--- config.mk ---
export PLATFORM = sky130hd
export DESIGN_NAME = patch_control_unit
export DESIGN_NICKNAME = d
export VERILOG_FILES = /design/src/rtl/patch_ctrl_pkg.sv /design/src/rtl/patch_trigger_ch.sv /design/src/rtl/patch_control_unit.sv
export SDC_FILE = /design/constraint.sdc
export NUM_CORES = 1
export LEC_CHECK = 0
export CORE_MARGIN = 2
export CORE_UTILIZATION = 60
export DETAILED_ROUTE_END_ITERATION = 7
export GPL_TIMING_DRIVEN = 0
export PLACE_DENSITY = 0.78
export SLEW_MARGIN = 25
export SYNTH_ARGS = -nofsm -noshare
export SYNTH_HDL_FRONTEND = slang
export SYNTH_SLANG_ARGS = --single-unit
--- constraint.sdc ---
create_clock -name clk -period 35.8 [get_ports clk]
set_input_delay 3.58 -clock clk [delete_from_list [all_inputs] [get_ports clk]]
set_output_delay 3.58 -clock clk [all_outputs]
set_load 0.01 [all_outputs]
--- src/rtl/patch_ctrl_pkg.sv ---
// patch_ctrl_pkg: shared constants for the patch control unit.
//   - config field indices within a channel's address window
//   - cmd field bit positions
//   - per-channel FSM state encodings
package patch_ctrl_pkg;

    localparam logic [2:0] FLD_OBS_MASK    = 3'd0;
    localparam logic [2:0] FLD_OBS_PATTERN = 3'd1;
    localparam logic [2:0] FLD_CTRL_MASK   = 3'd2;
    localparam logic [2:0] FLD_CTRL_VALUE  = 3'd3;
    localparam logic [2:0] FLD_THRESHOLD   = 3'd4;
    localparam logic [2:0] FLD_DURATION    = 3'd5;
    localparam logic [2:0] FLD_CMD         = 3'd6;

    localparam int unsigned CMD_ARM_BIT    = 0;
    localparam int unsigned CMD_DISARM_BIT = 1;

    typedef logic [1:0] ch_state_t;
    localparam ch_state_t ST_IDLE   = 2'd0;
    localparam ch_state_t ST_ARMED  = 2'd1;
    localparam ch_state_t ST_ACTIVE = 2'd2;

endpackage

--- src/rtl/patch_trigger_ch.sv ---
// patch_trigger_ch: one trigger channel (config registers, FSM, counters).
// Optional macro PATCH_CTRL_CHAIN_EN adds chain_first/prev_fired inputs that gate
// hit evaluation on the previous channel having fired since this one was armed.
// Ports:
//   clk, rst               clock, async active-high reset
//   observe_port           observed bus
//   wr_en/wr_field/wr_data config write already decoded to this channel
//   active                 channel is overriding (combinational from state)
//   fired                  one-cycle pulse in the first ACTIVE cycle
//   ctrl_mask/ctrl_value   override mask and value
module patch_trigger_ch
    import patch_ctrl_pkg::*;
#(
    parameter int unsigned OBS_W  = 8,
    parameter int unsigned CTRL_W = 8,
    parameter int unsigned CNT_W  = 16,
    parameter int unsigned DATA_W = 32
) (
    input  logic              clk,
    input  logic              rst,
    input  logic [OBS_W-1:0]  observe_port,
    input  logic              wr_en,
    input  logic [2:0]        wr_field,
    input  logic [DATA_W-1:0] wr_data,
`ifdef PATCH_CTRL_CHAIN_EN
    input  logic              chain_first,
    input  logic              prev_fired,
`endif
    output logic              active,
    output logic              fired,
    output logic [CTRL_W-1:0] ctrl_mask,
    output logic [CTRL_W-1:0] ctrl_value
);

    localparam logic [CNT_W-1:0] CNT_ONE = CNT_W'(1);

    logic [OBS_W-1:0]  obs_mask_q, obs_pattern_q;
    logic [CTRL_W-1:0] ctrl_mask_q, ctrl_value_q;
    logic [CNT_W-1:0]  threshold_q, duration_q;
    logic [CNT_W-1:0]  match_q, match_d, dur_q, dur_d;
    ch_state_t         state_q, state_d;
    logic              fired_q, fired_d;
    logic              arm, disarm, hit, hit_en, reach;
    logic [CNT_W-1:0]  thr_eff;
    logic              unused_wdata;

    assign unused_wdata = ^wr_data;

    assign disarm = wr_en && (wr_field == FLD_CMD) && wr_data[CMD_DISARM_BIT];
    assign arm    = wr_en && (wr_field == FLD_CMD) && wr_data[CMD_ARM_BIT] && !disarm;
    assign hit    = ((observe_port ^ obs_pattern_q) & obs_mask_q) == '0;

`ifdef PATCH_CTRL_CHAIN_EN
    logic prev_fired_q;
    assign hit_en = chain_first || prev_fired_q;

    always_ff @(posedge clk or posedge rst) begin
        if (rst)                  prev_fired_q <= 1'b0;
        else if (arm || disarm)   prev_fired_q <= 1'b0;
        else if (prev_fired)      prev_fired_q <= 1'b1;
    end
`else
    assign hit_en = 1'b1;
`endif

    // Threshold 0 behaves as 1; compare one bit wider so the +1 cannot wrap.
    assign thr_eff = (threshold_q == '0) ? CNT_ONE : threshold_q;
    assign reach   = ({1'b0, match_q} + {1'b0, CNT_ONE}) >= {1'b0, thr_eff};

    always_ff @(posedge clk or posedge rst) begin
        if (rst) begin
            obs_mask_q    <= '0;
            obs_pattern_q <= '0;
            ctrl_mask_q   <= '0;
            ctrl_value_q  <= '0;
            threshold_q   <= '0;
            duration_q    <= '0;
        end else if (wr_en) begin
            case (wr_field)
                FLD_OBS_MASK:    obs_mask_q    <= wr_data[OBS_W-1:0];
                FLD_OBS_PATTERN: obs_pattern_q <= wr_data[OBS_W-1:0];
                FLD_CTRL_MASK:   ctrl_mask_q   <= wr_data[CTRL_W-1:0];
                FLD_CTRL_VALUE:  ctrl_value_q  <= wr_data[CTRL_W-1:0];
                FLD_THRESHOLD:   threshold_q   <= wr_data[CNT_W-1:0];
                FLD_DURATION:    duration_q    <= wr_data[CNT_W-1:0];
                default: ;
            endcase
        end
    end

    always_comb begin
        state_d = state_q;
        match_d = match_q;
        dur_d   = dur_q;
        fired_d = 1'b0;
        if (disarm) begin
            state_d = ST_IDLE;
            match_d = '0;
            dur_d   = '0;
        end else if (arm) begin
            // Arm always wins over a hit in the same cycle.
            state_d = ST_ARMED;
            match_d = '0;
            dur_d   = '0;
        end else begin
            case (state_q)
                ST_ARMED: begin
                    if (hit_en && hit) begin
                        match_d = (&match_q) ? match_q : match_q + CNT_ONE;
                        if (reach) begin
                            state_d = ST_ACTIVE;
                            dur_d   = '0;
                            fired_d = 1'b1;
                        end
                    end
                end
                ST_ACTIVE: begin
                    // Duration 0 is sticky: counter free-runs, exit only via disarm.
                    if ((duration_q != '0) && (dur_q == duration_q - CNT_ONE)) begin
                        state_d = ST_IDLE;
                    end else begin
                        dur_d = dur_q + CNT_ONE;
                    end
                end
                default: ;
            endcase
        end
    end

    always_ff @(posedge clk or posedge rst) begin
        if (rst) begin
            state_q <= ST_IDLE;
            match_q <= '0;
            dur_q   <= '0;
            fired_q <= 1'b0;
        end else begin
            state_q <= state_d;
            match_q <= match_d;
            dur_q   <= dur_d;
            fired_q <= fired_d;
        end
    end

    assign active     = (state_q == ST_ACTIVE);
    assign fired      = fired_q;
    assign ctrl_mask  = ctrl_mask_q;
    assign ctrl_value = ctrl_value_q;

endmodule

--- src/rtl/patch_control_unit.sv ---
// patch_control_unit: NUM_CH trigger channels that override selected control bits.
// Optional macro PATCH_CTRL_CHAIN_EN: channel i>0 only evaluates hits after
// channel i-1 has fired since i was last armed.
// Ports:
//   clk, rst           clock, async active-high reset
//   observe_port       observed bus from patched modules
//   control_port_in    natural control values
//   control_port_out   control values after override (combinational mux)
//   cfg_we/addr/wdata  config write, addr = {channel, field[2:0]}
//   active             per-channel override active
//   fired              per-channel pulse on entry to ACTIVE
module patch_control_unit
    import patch_ctrl_pkg::*;
#(
    parameter int unsigned OBS_W  = 8,
    parameter int unsigned CTRL_W = 8,
    parameter int unsigned NUM_CH = 4,
    parameter int unsigned CNT_W  = 16,
    parameter int unsigned DATA_W = 32
) (
    input  logic                      clk,
    input  logic                      rst,
    input  logic [OBS_W-1:0]          observe_port,
    input  logic [CTRL_W-1:0]         control_port_in,
    output logic [CTRL_W-1:0]         control_port_out,
    input  logic                      cfg_we,
    input  logic [$clog2(NUM_CH)+2:0] cfg_addr,
    input  logic [DATA_W-1:0]         cfg_wdata,
    output logic [NUM_CH-1:0]         active,
    output logic [NUM_CH-1:0]         fired
);

    localparam int unsigned CH_W = $clog2(NUM_CH);

    logic [CTRL_W-1:0] ch_mask  [NUM_CH];
    logic [CTRL_W-1:0] ch_value [NUM_CH];
    logic [CH_W-1:0]   ch_sel;
    logic [2:0]        field;

    assign ch_sel = cfg_addr[CH_W+2:3];
    assign field  = cfg_addr[2:0];

    for (genvar i = 0; i < NUM_CH; i++) begin : g_ch
        logic wr_en;
        assign wr_en = cfg_we && (ch_sel == CH_W'(i));
`ifdef PATCH_CTRL_CHAIN_EN
        logic prev_fired;
        if (i == 0) begin : g_first
            assign prev_fired = 1'b0;
        end else begin : g_rest
            assign prev_fired = fired[i-1];
        end
`endif
        patch_trigger_ch #(
            .OBS_W  (OBS_W),
            .CTRL_W (CTRL_W),
            .CNT_W  (CNT_W),
            .DATA_W (DATA_W)
        ) u_ch (
            .clk          (clk),
            .rst          (rst),
            .observe_port (observe_port),
            .wr_en        (wr_en),
            .wr_field     (field),
            .wr_data      (cfg_wdata),
`ifdef PATCH_CTRL_CHAIN_EN
            .chain_first  (i == 0),
            .prev_fired   (prev_fired),
`endif
            .active       (active[i]),
            .fired        (fired[i]),
            .ctrl_mask    (ch_mask[i]),
            .ctrl_value   (ch_value[i])
        );
    end

    // Apply from highest index down so the lowest-index active channel wins per bit.
    always_comb begin
        control_port_out = control_port_in;
        for (int i = NUM_CH - 1; i >= 0; i--) begin
            if (active[i]) begin
                control_port_out = (control_port_out & ~ch_mask[i]) | (ch_value[i] & ch_mask[i]);
            end
        end
    end

endmodule

==> results of run 1 <==
[cells by family (layout without fill, tap and decap cells)]
| kind of cell | count (synthesis) | in the layout | synth area share |
|---|---|---|---|
| other | 0 | 5 | 0 |
| adders and majority gates | 80 | 80 | 0.0441 |
| DFF | 396 | 396 | 0.436 |
| and+or+nand+nor | 755 | 755 | 0.170 |
| AOI/OAI and AO/OA | 315 | 315 | 0.0974 |
| xor gates and xnor gates | 211 | 211 | 0.0814 |
| muxes | 275 | 275 | 0.135 |
| buffers and inverters | 205 | 337 | 0.0362 |
[critical path, cell delays in order]
cell                              delay, ns
sky130_fd_sc_hd__clkdlybuf4s50_1       0.57
sky130_fd_sc_hd__mux2i_1               0.11
sky130_fd_sc_hd__a221o_1               0.33
sky130_fd_sc_hd__a31oi_1               0.32
sky130_fd_sc_hd__clkdlybuf4s50_1       0.62
[cell type report]
type,count,area (um^2),area share
diodes,5,12.5,0.000491
plain buffers,103,440,0.0173
clock buffers,61,1280,0.0501
clock inverters,15,186,0.00731
inverters,102,390,0.0153
multi-input cells,1636,12000,0.471
flip-flops and latches,396,9910,0.389
well taps,511,639,0.0251
repair buffers,56,631,0.0247
[how the worst min path moves through the flow]
stage,start,to,slack [ns],cells past startpoint
finish,g_ch[0].u_ch.obs_mask_q[0],g_ch[0].u_ch.obs_mask_q[0],0.50,1
detailed placement,g_ch[0].u_ch.obs_mask_q[0],g_ch[0].u_ch.obs_mask_q[0],0.49,1
global placement,g_ch[1].u_ch.obs_mask_q[0],g_ch[1].u_ch.obs_mask_q[0],0.49,1
floorplan,g_ch[3].u_ch.dur_q[10],g_ch[3].u_ch.dur_q[10],0.45,1
CTS,g_ch[0].u_ch.obs_mask_q[0],g_ch[0].u_ch.obs_mask_q[0],0.51,1
global route,g_ch[3].u_ch.ctrl_mask[0],g_ch[3].u_ch.ctrl_mask[0],0.51,1
[flip-flops by register name, indices dropped and copies added, names as in the netlist]
signal / count
g_ch.u_ch.dur_q: 64
g_ch.u_ch.duration_q: 64
g_ch.u_ch.match_q: 64
g_ch.u_ch.threshold_q: 64
g_ch.u_ch.ctrl_mask: 32
g_ch.u_ch.ctrl_value: 32
g_ch.u_ch.obs_mask_q: 32
g_ch.u_ch.obs_pattern_q: 32
g_ch.u_ch.state_q: 8
g_ch.u_ch.fired: 4
[cell usage after synthesis (6+ instances only)]
library cell and count:
sky130_fd_sc_hd__mux2_2 247, sky130_fd_sc_hd__a31o_2 9, sky130_fd_sc_hd__o21a_1 6, sky130_fd_sc_hd__or4_1 14, sky130_fd_sc_hd__buf_4 8, sky130_fd_sc_hd__nand4_1 36
sky130_fd_sc_hd__nand2_1 184, sky130_fd_sc_hd__nor2b_1 8, sky130_fd_sc_hd__a22oi_1 15, sky130_fd_sc_hd__a221o_1 12, sky130_fd_sc_hd__nor3_1 43, sky130_fd_sc_hd__nor4b_1 12
sky130_fd_sc_hd__and4_1 14, sky130_fd_sc_hd__o211ai_1 11, sky130_fd_sc_hd__buf_2 7, sky130_fd_sc_hd__xnor2_1 78, sky130_fd_sc_hd__nor2_1 172, sky130_fd_sc_hd__o21ai_0 49
sky130_fd_sc_hd__o22a_1 9, sky130_fd_sc_hd__clkbuf_1 81, sky130_fd_sc_hd__a211o_1 11, sky130_fd_sc_hd__inv_1 101, sky130_fd_sc_hd__a21o_1 29, sky130_fd_sc_hd__nor4_1 36
sky130_fd_sc_hd__dfrtp_1 396, sky130_fd_sc_hd__ha_1 80, sky130_fd_sc_hd__nand2b_1 9, sky130_fd_sc_hd__a211oi_1 9, sky130_fd_sc_hd__a31oi_1 39, sky130_fd_sc_hd__xor2_1 133
sky130_fd_sc_hd__a21oi_1 50, sky130_fd_sc_hd__mux2i_1 28, sky130_fd_sc_hd__and3_1 59, sky130_fd_sc_hd__nor3b_1 14, sky130_fd_sc_hd__or3_1 13, sky130_fd_sc_hd__nand3b_1 10
sky130_fd_sc_hd__and2_1 13, sky130_fd_sc_hd__a2111oi_0 6, sky130_fd_sc_hd__nand3_1 92
[metrics by stage]
stage / hold slack (ns) / instances
2_1_floorplan: 0.451 / 2237
3_3_place_gp: 0.486 / 2800
3_5_place_dp: 0.494 / 2804
4_1_cts: 0.507 / 2880
5_1_grt: 0.512 / 2884
6_report: 0.504 / 2885
[power by group]
group / internal, W / leakage, nW / total (W) / switching, W
Sequential: 0.000524 / 5.13 / 0.000600 / 0.0000762
Clock: 0.000277 / 0.729 / 0.000464 / 0.000187
Combinational: 0.000159 / 6.06 / 0.000321 / 0.000161
Total: 0.000960 / 11.9 / 0.00138 / 0.000424
[layer usage]
layer  GRT usage  part of all wire  up-vias
li1            -                 -     8256
met3      0.0478             0.064      175
met1       0.404              0.43     8925
met4       0.139             0.043        2
met2       0.494              0.47      608
met5           0           0.00030        -
==> metrics.md, run 1 <==
| Metric | Value |
|---|---|
| Via count of the first global-routing pass | 17826 |
| Post-layout minimum cycle time | 9.11 ns |
| Setup tns final | 0 ns |
| Worst setup slack after layout | 26.69 ns |
| Maximum number of pins on one net before global-route repair | 100 |
| Worst Reg2Reg Path Length in Cells | 17 |
| Count of cell types in the netlist | 77 |
| Number of endpoints failing setup at the final stage | 0 |
| Width of the die | 199 um |
| Setup Slack @ Placement | 26.70 ns |
| Worst R2R Start | g_ch[0].u_ch.match_q[0] |
| Worst hold path class | reg2reg |
| Total congestion overflow after global routing | 0 |
| Unrepaired setup endpoints after global routing | no |
| Clock net sink count | 396 |
| Worst-Margin Slew | 1.06 ns |
| Per-cell via count in the routed design | 6.23 |
| EDFF count, synth | 0 |
| DRC | 0 |
| YS warnings | 0 |
| Cell leakage power | 11.9 nW |
| Share of async-settable or async-resettable flops after synthesis | 1.00 |
| Total track usage | 0.304 |
| Number of placement rows | 71 |
| Syn nets | 2373 |
| Crit path launch type | input port |
| Wire length of the first global-routing pass | 94200 um |
| R2R Setup Slk | 31.06 ns |
| Total die area | 0.0394 mm^2 |
| Main flop type after synthesis | sky130_fd_sc_hd__dfrtp_1 |
| Total power draw | 0.00138 W |
| Drt first-iter violations | 1408 |
| Routed wire length | 59200 um |
| Endpoint of the most critical setup path | control_port_out[0] |
| Max IR drop VDD | 0.0441 mV |
| Number of nets in the layout | 2475 |
| Post-synthesis sequential element count | 396 |
| Count of instances resized after the clock tree is built | 0 |
| Utilization after layout | 0.680 |
| Post-CTS repair timing setup buffer count | 0 |
| Area leader, netlist | sky130_fd_sc_hd__dfrtp_1 |
| Most frequent cells in the layout | sky130_fd_sc_hd__dfrtp_1 (396), sky130_fd_sc_hd__mux2_2 (247), sky130_fd_sc_hd__nand2_1 (184) |
| Crit share post-route | 0.254 |
| R2r endpoint | g_ch[0].u_ch.dur_q[4] |
| Antenna violations before repair | 7 |
| Number of pins exceeding their max-slew limit in the final report | 0 |
| Root Buffer | sky130_fd_sc_hd__clkbuf_16 |
| Leading cell type in the layout, fill and taps excluded | sky130_fd_sc_hd__dfrtp_1 |
| Fraction of final layout cells sized beyond drive strength 1 | 0.154 |
| Pre-Repair DR Iteration Count | 5 |
| Detailed-placement wirelength estimate | 41200 um |
| Initial core utilization | 0.606 |
| IO buf count | 52 |
| Core footprint | 0.0375 mm^2 |
| Final standard cell area without fillers | 0.0255 mm^2 |
| Area of the mapped netlist | 0.0227 mm^2 |
| Total CTS buffers | 44 |
| Leading cell types by total area after synthesis | sky130_fd_sc_hd__dfrtp_1 (44%), sky130_fd_sc_hd__mux2_2 (12%), sky130_fd_sc_hd__xor2_1 (5.1%) |
| Ratio of total power to cell area | 54.3 mW/mm^2 |
| Crit Path Category | in2out |
| Run status | finished, final reports clean |
| Post-route antenna net violation count | 0 |
| Fraction of the yosys area taken by sequential cells | 0.436 |
| Filler Cells Inserted | 2841 |
| CTS tree | done |
| Buffers from clock root to sink, at most | 3 |
| Final setup skew | 0.0306 ns |
| Detailed-route wire length per cell | 20.5 um |
| CTS Hold Bufs | 0 |
| Area Growth Syn to Fin | 12.2% |
| Crit-path max FO | 1 |
| Achievable frequency | 110 MHz |
| Final Hold Violating Endpoints | 0 |
| Required time at the endpoint of the critical path | 32.22 ns |
| Clock-pin transition on the worst setup and hold timing paths | 0.06 ns |
| Total via count in the routed design | 17966 |
| Placer congestion estimate | 0.935 |
| Beginning of the critical path | control_port_in[0] |
| Yosys top cell area share | 0.436 |
| Worst setup EP type | primary output |
| Count of H-tree levels built during CTS | 2 |
| Data arrival, critical path | 5.53 ns |
| Placement-stage cell area | 0.0240 mm^2 |
| Io pins | 72 |
| Synthesized instance count | 2237 |
| Chip Height | 199 um |
| Clock Latency Late Sink | 0.59 ns |
| Average instance area after synthesis | 10.2 um^2 |
| Max Cap Viol | 0 |
| Slew headroom | 0.291 |
(Power assumes the default switching activity.)
==> run 2: changes to the inputs <==
- clock period: 35.8 -> 8.75 ns (I/O delays scaled with it)
==> metrics.md, run 2 (synthesis gave the netlist of run 1 again) <==
| Metric | Value |
|---|---|
| Io pins | 72 (unchanged) |
| Worst R2R Start | g_ch[0].u_ch.match_q[0] |
| Core footprint | 0.0375 mm^2 (unchanged) |
| Worst setup EP type | register |
| Clock net sink count | 396 (unchanged) |
| Data arrival, critical path | 5.21 ns (-0.32 ns) |
| Number of placement rows | 71 (unchanged) |
| IO buf count | 52 (unchanged) |
| Via count of the first global-routing pass | 18021 (+1.1%) |
| Unrepaired setup endpoints after global routing | no |
| Post-route antenna net violation count | 0 (unchanged) |
| Placer congestion estimate | 0.903 (-3.4%) |
| Worst setup slack after layout | 4.04 ns (-22.65 ns) |
| CTS tree | done |
| Leading cell type in the layout, fill and taps excluded | sky130_fd_sc_hd__dfrtp_1 |
| R2R Setup Slk | 4.04 ns (-27.02 ns) |
| Post-CTS repair timing setup buffer count | 0 (unchanged) |
| Crit share post-route | 0.539 |
| Total die area | 0.0394 mm^2 (unchanged) |
| Detailed-route wire length per cell | 20.7 um (+1.1%) |
| Final Hold Violating Endpoints | 0 (unchanged) |
| Ratio of total power to cell area | 221 mW/mm^2 (+310%) |
| Setup Slack @ Placement | 3.99 ns (-22.72 ns) |
| CTS Hold Bufs | 0 (unchanged) |
| Antenna violations before repair | 9 (+2) |
| Max Cap Viol | 0 (unchanged) |
| Slew headroom | 0.270 (-0.0212) |
| Initial core utilization | 0.606 (unchanged) |
| Total track usage | 0.310 (+0.00563) |
| Most frequent cells in the layout | sky130_fd_sc_hd__dfrtp_1 (396), sky130_fd_sc_hd__mux2_2 (247), sky130_fd_sc_hd__nand2_1 (184) |
| Crit path launch type | register |
| Chip Height | 199 um (unchanged) |
| Total via count in the routed design | 18219 (+1.4%) |
| Detailed-placement wirelength estimate | 42600 um (+3.5%) |
| Buffers from clock root to sink, at most | 3 (unchanged) |
| Drt first-iter violations | 1585 (+13%) |
| Pre-Repair DR Iteration Count | 6 (+1) |
| Root Buffer | sky130_fd_sc_hd__clkbuf_16 |
| Fraction of final layout cells sized beyond drive strength 1 | 0.158 (+0.00349) |
| Hold Startpoint | g_ch[3].u_ch.dur_q[10] |
| Number of endpoints failing setup at the final stage | 0 (unchanged) |
| R2r endpoint | g_ch[0].u_ch.dur_q[4] |
| Worst-Margin Slew | 1.07 ns (+0.00423 ns) |
| Total CTS buffers | 43 (-2.3%) |
| DRC | 0 (unchanged) |
| Total power draw | 0.00567 W (+310%) |
| Routed wire length | 60100 um (+1.5%) |
| Cell leakage power | 12.0 nW (+0.48%) |
| Worst Reg2Reg Path Length in Cells | 17 (unchanged) |
| Setup tns final | 0 ns (unchanged) |
| Run status | finished, final reports clean |
| Clock-pin transition on the worst setup and hold timing paths | 0.06 ns (about the same) |
| Crit Path Category | reg2reg |
| Number of pins exceeding their max-slew limit in the final report | 0 (unchanged) |
| Post-layout minimum cycle time | 4.71 ns |
| Achievable frequency | 212 MHz |
| Number of nets in the layout | 2484 (+0.36%) |
| Final setup skew | 0.0241 ns (-0.00646 ns) |
| Worst hold path class | reg2reg |
| Endpoint of the most critical setup path | g_ch[0].u_ch.dur_q[4] |
| Required time at the endpoint of the critical path | 9.25 ns (-22.97 ns) |
| Maximum number of pins on one net before global-route repair | 33 (-67%) |
| Total congestion overflow after global routing | 0 (unchanged) |
| Count of instances resized after the clock tree is built | 0 (unchanged) |
| Area Growth Syn to Fin | 13.0% |
| Clock Latency Late Sink | 0.59 ns (about the same) |
| Width of the die | 199 um (unchanged) |
| Per-cell via count in the routed design | 6.29 (+1.0%) |
| Max IR drop VDD | 0.162 mV (+270%) |
| Wire length of the first global-routing pass | 95600 um (+1.5%) |
| Crit-path max FO | 10 (+9) |
| Beginning of the critical path | g_ch[0].u_ch.match_q[0] |
| Count of H-tree levels built during CTS | 2 (unchanged) |
-- run 2: cell count changes in the layout (fill, tap and decap cells not counted) --
cell                         change
sky130_fd_sc_hd__buf_12         +11
sky130_fd_sc_hd__clkinvlp_4      +6
sky130_fd_sc_hd__clkbuf_8        -2
sky130_fd_sc_hd__a2111oi_1       +1
sky130_fd_sc_hd__a2111oi_2       -1
sky130_fd_sc_hd__buf_16          -1
sky130_fd_sc_hd__clkbuf_16       -1
sky130_fd_sc_hd__clkinv_2        -1
sky130_fd_sc_hd__clkinv_8        +1
sky130_fd_sc_hd__inv_6           -1
sky130_fd_sc_hd__inv_8           -1
-- run 2: power breakdown --
group / switching (W) / total (W) / internal [W]
Combinational: 0.000676 / 0.00134 / 0.000662
Clock: 0.000767 / 0.00187 / 0.00110
Sequential: 0.000315 / 0.00246 / 0.00214
Total: 0.00176 / 0.00567 / 0.00391
-- run 2: area by class of cell --
cell class / count / area (um^2)
inverter: 102 / 387
timing repair buffer: 66 / 823
tap: 511 / 639
fill: 2826 / 11800
buffer: 103 / 440
clock inverter: 19 / 226
sequential: 396 / 9910
antenna: 5 / 12.5
multi-input combinational: 1636 / 12000
clock buffer: 58 / 1220
-- run 2: critical path, cell delays in order (launching register included) --
cell	delay, ns
sky130_fd_sc_hd__dfrtp_1	0.44
sky130_fd_sc_hd__ha_1	0.24
sky130_fd_sc_hd__nand3_1	0.18
sky130_fd_sc_hd__nor3_1	0.42
sky130_fd_sc_hd__and3_1	0.21
sky130_fd_sc_hd__clkbuf_1	0.24
sky130_fd_sc_hd__nand3_1	0.17
sky130_fd_sc_hd__xnor2_1	0.16
sky130_fd_sc_hd__ha_1	0.31
sky130_fd_sc_hd__and4_1	0.15
sky130_fd_sc_hd__nand3_1	0.10
sky130_fd_sc_hd__nor4_1	0.07
sky130_fd_sc_hd__a311o_1	0.32
sky130_fd_sc_hd__a21o_1	0.21
sky130_fd_sc_hd__a211oi_2	0.66
sky130_fd_sc_hd__clkbuf_1	0.51
sky130_fd_sc_hd__a21oi_1	0.14
sky130_fd_sc_hd__nand3_1	0.11
-- run 2: metal layers --
layer / vias to the layer above / global-route usage / wire, um
li1: 8284 / - / -
met1: 9082 / 0.413 / 25000
met2: 687 / 0.508 / 28400
met3: 164 / 0.0517 / 4410
met4: 2 / 0.121 / 2270
met5: - / 0 / 13
-- run 2: worst min path at each step --
stage,cells past startpoint,slack (ns),to
after CTS,1,0.51,g_ch[3].u_ch.ctrl_mask[1]
after global routing,1,0.51,g_ch[3].u_ch.ctrl_mask[0]
after global placement,1,0.49,g_ch[1].u_ch.obs_mask_q[0]
after detailed placement,1,0.49,g_ch[3].u_ch.ctrl_mask[7]
after floorplan,1,0.45,g_ch[3].u_ch.dur_q[10]
final,1,0.51,g_ch[3].u_ch.dur_q[10]
-- run 2: stage by stage --
stage                     utilization  std cells  hold slack (ns)  instance area [um^2]
after detailed placement        0.645       2814            0.493                 24200
after floorplan                     -       2237            0.451                 22700
final                           0.684       2896            0.506                 25700
after global placement          0.637       2800            0.486                 23900
after CTS                       0.684       2891            0.507                 25600
after global routing            0.684       2895            0.514                 25700
==> RTL change: new RTL, config.mk and constraints of run 2 <==
Put a register stage on the output `control_port_out`. The value now appears one clock later. The other outputs are not delayed to match. Comments in the files are not updated.
--- a/src/rtl/patch_control_unit.sv
+++ b/src/rtl/patch_control_unit.sv
@@ -33,2 +33,4 @@
     localparam int unsigned CH_W = $clog2(NUM_CH);
+
+    logic [CTRL_W-1:0] control_port_d;
 
@@ -78,6 +80,6 @@
     always_comb begin
-        control_port_out = control_port_in;
+        control_port_d = control_port_in;
         for (int i = NUM_CH - 1; i >= 0; i--) begin
             if (active[i]) begin
-                control_port_out = (control_port_out & ~ch_mask[i]) | (ch_value[i] & ch_mask[i]);
+                control_port_d = (control_port_d & ~ch_mask[i]) | (ch_value[i] & ch_mask[i]);
             end
@@ -86,2 +88,6 @@
 
+    always_ff @(posedge clk) begin
+        control_port_out <= control_port_d;
+    end
+
 endmodule
Check against the original RTL: not equivalent (Yosys sat finds a counterexample within 4 cycles, from zero or initial values and one cycle with rst high).
==> RTL change against run 2 <==
Synthesized cell count grew 0.40%. Clock power grew 9.6%. Wire length shrank 1.2%. Cell area is 1.1% higher. Sequential share of layout area up 0.19 points. Highest routed layer is now met4. Sequential cell count rose by 8. Global-route usage down 0.39 points. Sequential power grew 2%. Setup slack worse by 0.39 ns. Total power grew 9.1%. Synthesized area grew 0.71%.
==> RTL change: results <==
[route]
routed_via_density = 6.271
wl_um = 59340
initialDrtViolationCount = 1190

[final_layout]
n_fill_cell = 2812
drive_above_1_share_pct = 16.34
final_nets = 2495

[logic_synthesis]
syn_nets = 2382
synth_compound_area_share_pct = 10.11
syn_avg_cell_area_um2 = 10.18
ys_seq_area_share_pct = 44.03
ys_top_cells_by_area = "dfrtp_1 43%, mux2_2 12%, xor2_1 4.6%"
ys_types = 90
synth_async_sr_flop_share_pct = 98.02
synthAdderAreaFrac_pct = 4.376

[clock_network]
clk_latency_ns = 0.56

[placed_design]
dpl.cell_count = 2824
dp_hpwl_um = 41390
io_buffers = 53
place.gp.congestion = 0.8831

[timing]
fin_skew_ns = 0.01929
tightest_slew_ns = 1.031

[global_route]
grt_pass1_wl_um = 95540
first_global_vias = 18116
antenna_found_initial = 0

[power]
pg_clk_mw = 2.05
p_leak_nw = 11.71
pwr-share-seq_pct = 40.8
peakVddDrop_mv = 0.1694
internal-power_mw = 4.183

[status]
status = "finished, final reports clean"
-- RTL change: cell types whose count changed after synthesis, moves of 10 or more --
cell / run 2 / this run
xor2_1: 133 / 120
nand2_1: 184 / 172
xnor2_1: 78 / 88
nor3_1: 43 / 56
or3_1: 13 / 24
and3_1: 59 / 38
nand2b_1: 9 / 24
nor4b_1: 12 / 2
nor2b_1: 8 / 20
nor2_1: 172 / 140
o21ai_0: 49 / 83
-- RTL change: kinds of logic after synthesis --
family / after synthesis
XOR/XNOR: 208
AND/OR/NAND/NOR: 743
flip-flops: 404
adder cells (fa/ha/maj): 80
buffers and inverters: 200
AO/OA/AOI/OAI: 344
multiplexers: 267
-- RTL change: final cells by class --
type                            instances  share of cell area [%]
Timing Repair Buffer                   67                   3.067
Sequential cell                       404                   38.81
Inverter                               99                   1.447
Multi-Input combinational cell       1642                   46.34
Antenna cell                            2                 0.01929
Clock inverter                         21                   1.273
Tap cell                              511                   2.464
Clock buffer                           59                   4.889
Buffer                                101                   1.697
-- RTL change: path summary, 6_finish.rpt --
path,cells past startpoint,slack (ns),startpoint,endpoint
max,15,3.65,g_ch[2].u_ch.match_q[0]$_DFFE_PP0P_,g_ch[2].u_ch.dur_q[2]$_DFFE_PP0P_
min,1,0.50,g_ch[2].u_ch.ctrl_mask[7]$_DFFE_PP0P_,g_ch[2].u_ch.ctrl_mask[7]$_DFFE_PP0P_
max reg2reg,15,3.65,g_ch[2].u_ch.match_q[0]$_DFFE_PP0P_,g_ch[2].u_ch.dur_q[2]$_DFFE_PP0P_
min reg2reg,1,0.50,g_ch[2].u_ch.ctrl_mask[7]$_DFFE_PP0P_,g_ch[2].u_ch.ctrl_mask[7]$_DFFE_PP0P_
max in group asynchronous,6,6.85,rst,g_ch[0].u_ch.match_q[2]$_DFFE_PP0P_
min in group asynchronous,2,0.68,rst,g_ch[1].u_ch.dur_q[5]$_DFFE_PP0P_
-- RTL change: critical path, stage by stage (launching register included) --
cell and delay (ns):
dfrtp_1 0.46, ha_1 0.26, nand3_1 0.20, nor3_1 0.61, nand3_1 0.18, xnor2_1 0.22
ha_1 0.28, nand4_1 0.14, nor4_1 0.09, a32oi_1 0.21, or3b_2 0.46, o211ai_1 0.36
nor3b_1 0.85, clkbuf_1 0.41, o21ai_0 0.18, o31ai_1 0.09
-- RTL change: metal layers --
layer / track usage, % / wire length [µm] / share of wire (%) / vias up
li1: - / - / - / 8312
met1: 40.76 / 25230 / 43 / 9186
met2: 50.64 / 28230 / 48 / 583
met3: 4.844 / 3837 / 6.5 / 142
met4: 11.61 / 2045 / 3.4 / 0
met5: 0 / 0 / 0 / -
